### src/rtl/rf_write_scheduler.sv
// Register-file write scheduler: destination scoreboard plus a two-requester
// round-robin arbiter feeding a single registered register-file write port.
module rf_write_scheduler (
  input  logic        clk,
  input  logic        rst,
  input  logic        alloc_valid,
  input  logic [4:0]  alloc_rd,
  output logic        alloc_ready,
  input  logic [4:0]  rs1,
  input  logic [4:0]  rs2,
  output logic        rs1_busy,
  output logic        rs2_busy,
  input  logic        req0_valid,
  input  logic [4:0]  req0_rd,
  input  logic [31:0] req0_data,
  output logic        req0_ready,
  input  logic        req1_valid,
  input  logic [4:0]  req1_rd,
  input  logic [31:0] req1_data,
  output logic        req1_ready,
  output logic        rf_we,
  output logic [4:0]  rf_rd,
  output logic [31:0] rf_data
);

  typedef struct packed {
    logic [4:0]  rd;
    logic [31:0] data;
  } wb_req_t;

  logic [31:0] busy, busy_nxt;
  logic        last_gnt;   // 1: req1 was granted most recently
  logic        gnt0, gnt1, xfer, alloc_fire;
  wb_req_t     win;

  // Scoreboard lookups; x0 is never busy so it never stalls.
  assign alloc_ready = (alloc_rd == 5'd0) || !busy[alloc_rd];
  assign alloc_fire  = alloc_valid && alloc_ready && (alloc_rd != 5'd0);
  assign rs1_busy    = busy[rs1];
  assign rs2_busy    = busy[rs2];

  // Round-robin grant; a lone requester wins outright, ties go to the one not last served.
  always_comb begin
    gnt0 = 1'b0;
    gnt1 = 1'b0;
    if (!rst) begin
      if (req0_valid && (!req1_valid || last_gnt)) gnt0 = 1'b1;
      else if (req1_valid)                         gnt1 = 1'b1;
    end
  end

  assign req0_ready = gnt0;
  assign req1_ready = gnt1;
  assign xfer       = gnt0 | gnt1;
  assign win        = gnt1 ? wb_req_t'{req1_rd, req1_data} : wb_req_t'{req0_rd, req0_data};

  // Next scoreboard: clear on the write-port edge, then set so a same-index alloc wins.
  always_comb begin
    busy_nxt = busy;
    if (rf_we)      busy_nxt[rf_rd]    = 1'b0;
    if (alloc_fire) busy_nxt[alloc_rd] = 1'b1;
    busy_nxt[0] = 1'b0;
  end

  // Scoreboard and arbitration pointer state.
  always_ff @(posedge clk or posedge rst) begin
    if (rst) begin
      busy     <= '0;
      last_gnt <= 1'b1;
    end else begin
      busy <= busy_nxt;
      if (xfer) last_gnt <= gnt1;
    end
  end

  // Registered write port; writes to x0 are accepted but never reach the file.
  always_ff @(posedge clk or posedge rst) begin
    if (rst) begin
      rf_we   <= 1'b0;
      rf_rd   <= '0;
      rf_data <= '0;
    end else begin
      rf_we <= xfer && (win.rd != 5'd0);
      if (xfer) begin
        rf_rd   <= win.rd;
        rf_data <= win.data;
      end
    end
  end

endmodule

### config.mk
export PLATFORM = sky130hd
export DESIGN_NAME = rf_write_scheduler
export DESIGN_NICKNAME = d
export VERILOG_FILES = /design/src/rtl/rf_write_scheduler.sv
export SDC_FILE = /design/constraint.sdc
export NUM_CORES = 1
export LEC_CHECK = 0
export ABC_CLOCK_PERIOD_IN_PS = 5410
export BUFFER_PORTS_ARGS = -buffer_cell sky130_fd_sc_hd__clkbuf_2
export CAP_MARGIN = 10
export CORE_ASPECT_RATIO = 2
export CORE_MARGIN = 3
export CORE_UTILIZATION = 50
export CTS_CLUSTER_DIAMETER = 120
export DETAILED_ROUTE_END_ITERATION = 16
export HOLD_SLACK_MARGIN = 0.03
export PLACE_DENSITY = 0.8
export SYNTH_ARGS = -nofsm -noshare
export SYNTH_HDL_FRONTEND = slang
export SYNTH_SLANG_ARGS = --single-unit
### constraint.sdc
create_clock -name clk -period 5.41 [get_ports clk]
set_input_delay 1.3525 -clock clk [delete_from_list [all_inputs] [get_ports clk]]
set_output_delay 1.3525 -clock clk [all_outputs]
set_load 0.02 [all_outputs]
* Word level (Yosys, flattened, before mapping)
Index checks and enable logic that the tools add are counted.
** Cells by class
- $lt $le $gt $ge :: 6
- Multiplexer cells :: 18
- Bitwise operators :: 4
- Reduce and logical (&&, ||, !) cells :: 13
** Operators with widths (count)
- 2-to-1 mux 32 bit :: 2
- 2-to-1 mux 37 bit :: 1
- AND 32 bit :: 1
- NOT 32 bit :: 1
- bitwise OR 32 bit :: 1
- < comparator 5 x 6 -> 1 bit (second input constant) :: 4
- binary-select mux 1 bit (select 5 bit) :: 3
- demux 1 bit (select 5 bit) :: 2
- greater-or-equal comparator 5 x 1 -> 1 bit (second input constant) :: 2
- 2-to-1 mux 1 bit :: 10
- nonzero test 5 bit :: 2
- logical AND 1 bit :: 6
- logical NOT 5 bit :: 1
- logical NOT 1 bit :: 2
- logical OR 1 bit :: 2
- bitwise OR 1 bit :: 1
** Word-level totals
- Register bits :: 70
- Input port bits :: 94
- Output and inout port bits :: 43
- Logic and storage cells :: 46

* Longest topological paths before layout
- Word-level depth :: 9
- Mapped depth :: 7
- Depth with buffers taken out :: 5

* Worst setup path after synthesis
Ideal clock, no wire load.
- Path kind :: input to output
- Start point :: input port rst
- End point :: output port req0_ready
- Arrival time :: 3.749 ns
- Data required time :: 4.058 ns
- Path slack :: 0.308 ns
- Stages :: 4
- Buffers on the path :: 2
- Cell sequence :: inv_1 o211a_1 clkbuf_1 clkbuf_1
** On the way
- Cells in the longest elaborated chain, start to end :: 1
** Ends and longest elaborated chain
- start: declaration :: RTL line 5 : input logic rst,
- 2-to-1 mux 1 bit :: RTL line 46 : if (!rst) begin
- end: declaration :: RTL line 16 : output logic req0_ready,
No other way between the ends.

* Worst setup path in the final report
- Start point :: input port alloc_rd[0]
- End point :: output port alloc_ready
** On the way
- Cells in the longest elaborated chain, start to end :: 4
- Elaborated cells between the ends (all ways) :: 5
- Those cells by class :: mux (2); reduce/logical (3)
** Ends and longest elaborated chain
- start: declaration :: RTL line 7 : input logic [4:0] alloc_rd,
- binary-select mux 1 bit (select 5 bit) :: RTL line 37 : assign alloc_ready = (alloc_rd == 5'd0) || !busy[alloc_rd];
- 2-to-1 mux 1 bit (not written as such) :: RTL line 37
- logical NOT 1 bit :: RTL line 37
- logical OR 1 bit (*) :: RTL line 37
- end: declaration :: RTL line 8 : output logic alloc_ready,
Mark *: on every way between the ends. The rest lies on a longest branch, timed or not. The select of a mux whose other input is x is not followed.

==> out/metrics.csv <==
stage;metric;value;unit
run_status;status;completed;
timing;hold_viol;0;
clock_tree;clockRootBuffer;clkbuf_16;
power_and_ir_drop;power_frac_clock;29.0;%
synth;yosysWarnings;0;
floorplanning;ios;137;
placement;port_buffers;136;
final_layout;syn_to_final_growth;26.6;%
final_layout;nets;570;
timing;worst_pin_slew;0.861;ns
final_layout;stdcell_area;4850;um^2
timing;maxSlewHeadroom;42.6;%
placement;dp_slack;0.971;ns
global_route;track_usage;27.7;%
placement;dp_hpwl;8520;um
route;ant_nets;0;
placement;dpl.cell_count;557;
critical_path;cp.arrival;3.12;ns
power_and_ir_drop;power.share.sequential;41.6;%
power_and_ir_drop;p_sw_share;33.3;%
clock_tree;cts-resized-gates;0;
timing;final-setup-viol-count;0;
critical_path;cp_data_required_time;4.06;ns
floorplanning;rows;44;
critical_path;timing.rr.start;busy[13];
global_route;grt-busiest-layer;met2;
global_route;grtUsageMet3;6.63;%
job;cap_violations;0;
critical_path;endpoint_kind;output port;
global_route;grt_pass1_vias;3712;
timing;rsz0062_at_grt;false;
power_and_ir_drop;p_sw;0.670;mW
route;totalWireLength;11200;um
floorplanning;start_util;51.9;%
timing;fin_crit;4.47;ns
power_and_ir_drop;power.internal;1.34;mW
final_layout;multiInputGateArea;1840;um^2
synth;synth_edf_count;0;
power_and_ir_drop;combPwrFrac;29.4;%
route;drt_first_iter_violations;464;
synth;netlist_instances;352;
final_layout;layout_commonest_cell;clkbuf_2;
global_route;grtUsageMet2;46.8;%
power_and_ir_drop;cellLeakagePower;2.30;nW
synth;synth_fp_nets;446;
critical_path;critPathLaunchType;input pin;
clock_tree;ctsLongestPathBuffers;2;
timing;setup_ws;0.940;ns
timing;finalMaxSlewViolations;0;
clock_tree;cts_setup_buffers;0;
clock_tree;clk_latency;0.32;ns
floorplanning;die_area;8810;um^2
critical_path;crit_type;input pin to output port;
final_layout;drive_above_1_share;40.7;%
global_route;grt_pass1_wl;18200;um
placement;place_area;4550;um^2
clock_tree;cts_tree;yes;
clock_tree;cts_sinks;70;
clock_tree;numCtsBuffers;9;
synth;syn_avg_cell_area;10.9;um^2
synth;synthFlopType;dfrtp_1;
global_route;overflow;0;
route;drc;0;
critical_path;path_max_fanout;19;
final_layout;mostFrequentLayoutCells;136 x clkbuf_2, 69 x dfrtp_1, 59 x o21ai_0, 33 x inv_1, 32 x a222oi_1;
synth;async_flop_share;100;%
route;firstDrtPassIters;6;
global_route;grt_max_degree;72;
worst_hold_path;hp-class;flip-flop to flip-flop;
floorplanning;chipWidth;67.9;um
final_layout;fillers;611;
final_layout;antenna_cells;0;
floorplanning;die_height;130;um
final_layout;final_cells;573;
placement;place.gp.congestion;0.971;
route;avgViaCountPerCell;6.30;
final_layout;seq_area;1750;um^2
timing;max_freq;0.224;GHz
timing;tns;0;ns
worst_hold_path;hp-start;rf_data[10];
critical_path;startpoint;alloc_rd[0];
clock_tree;h-tree-depth;3;
synth;mappedNetlistArea;3830;um^2
synth;synth_seq_cells;70;
global_route;antenna_found_initial;0;
clock_tree;cts_hold_buf;0;
power_and_ir_drop;p_per_area;415;nW/um^2
power_and_ir_drop;max-vdd-ir-drop;0.206;mV
synth;synth_cell_types;41;
timing;period_share;82.6;%
route;via_count;3608;
global_route;grt_use_met1;29.9;%
route;wl_per_cell;19.5;um
floorplanning;core-area;7380;um^2
clock_tree;clk_pin_slew_worst_paths;0.06;ns
timing;clock_skew;0.00726;ns
synth;yosysSeqAreaShare;45.8;%
==> metal layers <==
metal | share of wire [%] | routed length (um)
met2 | 54 | 6070
met3 | 7.3 | 812
met4 | 5.4 | 609
met5 | 0 | 0
met1 | 33 | 3680
==> final timing paths <==
path | to | slack, ns | cells after the start
worst max-delay path | alloc_ready | 0.94 | 7
worst min-delay path | rf_data[10] | 0.49 | 2
worst max register to register | busy[6] | 3.71 | 5
worst min register to register | rf_data[10] | 0.49 | 2
max in group asynchronous | busy[2] | 3.52 | 3
min in group asynchronous | rf_rd[3] | 1.34 | 3
==> synth_stat cells (2+ instances only) <==
master / count / area (um^2)
dfrtp_1: 69 / 1730
o21ai_0: 59 / 295
inv_1: 34 / 128
a222oi_1: 32 / 320
clkbuf_1: 20 / 75.1
mux4_2: 16 / 360
mux2i_1: 15 / 150
nand2_1: 13 / 48.8
nand3b_1: 11 / 82.6
nand3_1: 8 / 40.0
a21oi_1: 7 / 35.0
nor2_1: 7 / 26.3
o21ai_1: 7 / 35.0
buf_2: 4 / 20.0
mux2_2: 4 / 45.0
nor2b_1: 4 / 25.0
o21ai_2: 4 / 35.0
or3b_2: 4 / 35.0
a211oi_1: 3 / 22.5
a211o_1: 2 / 17.5
a22o_1: 2 / 17.5
buf_6: 2 / 22.5
mux2_4: 2 / 30.0
nand2b_1: 2 / 12.5
nor3b_2: 2 / 25.0
nor4_1: 2 / 12.5
or3b_4: 2 / 22.5
or4_1: 2 / 15.0
==> area by class of cell <==
type,count,area share [%]
well taps,92,2.37
clock buffers,12,5.29
inverters,34,2.63
flip-flops and latches,70,36.2
multi-input cells,221,37.9
repair buffers,140,14.7
clock inverters,4,0.929
==> state kept, by name, indices dropped and copies added, names as in the netlist <==
signal,count
last_gnt,1
rf_we,1
busy,31
rf_data,32
rf_rd,5
==> worst max-delay path: stages <==
cell and delay [ns]:
clkbuf_2 0.42, mux2_4 0.36, nor3b_2 0.23, nor4_2 0.10, a221o_1 0.35, a21oi_1 0.12
clkbuf_2 0.18
==> metrics by stage <==
stage | total power [mW] | utilization, % | hold slack, ns
3_5_place_dp | 1.43 | 61.6 | 0.477
2_1_floorplan | 1.21 | - | 0.487
5_1_grt | 2.12 | 65.7 | 0.525
4_1_cts | 2.02 | 65.7 | 0.491
3_3_place_gp | 1.39 | 61.6 | 0.469
6_report | 2.01 | 65.7 | 0.487
==> power groups by stage <==
stage,Combinational (mW),Sequential (mW),Clock (mW)
floorplan,0.382,0.824,0
global placement,0.563,0.831,0
finish,0.592,0.837,0.585
detailed placement,0.590,0.837,0
global route,0.652,0.856,0.617
CTS,0.593,0.832,0.595
==> kinds of logic after synthesis <==
kind of cell / synth area share, %
muxes: 15.3
and+or+nand+nor: 9.97
DFF: 45.8
buffers and inverters: 6.60
AOI/OAI and AO/OA: 22.4
No activity file was read; power rests on OpenSTA's default activity.
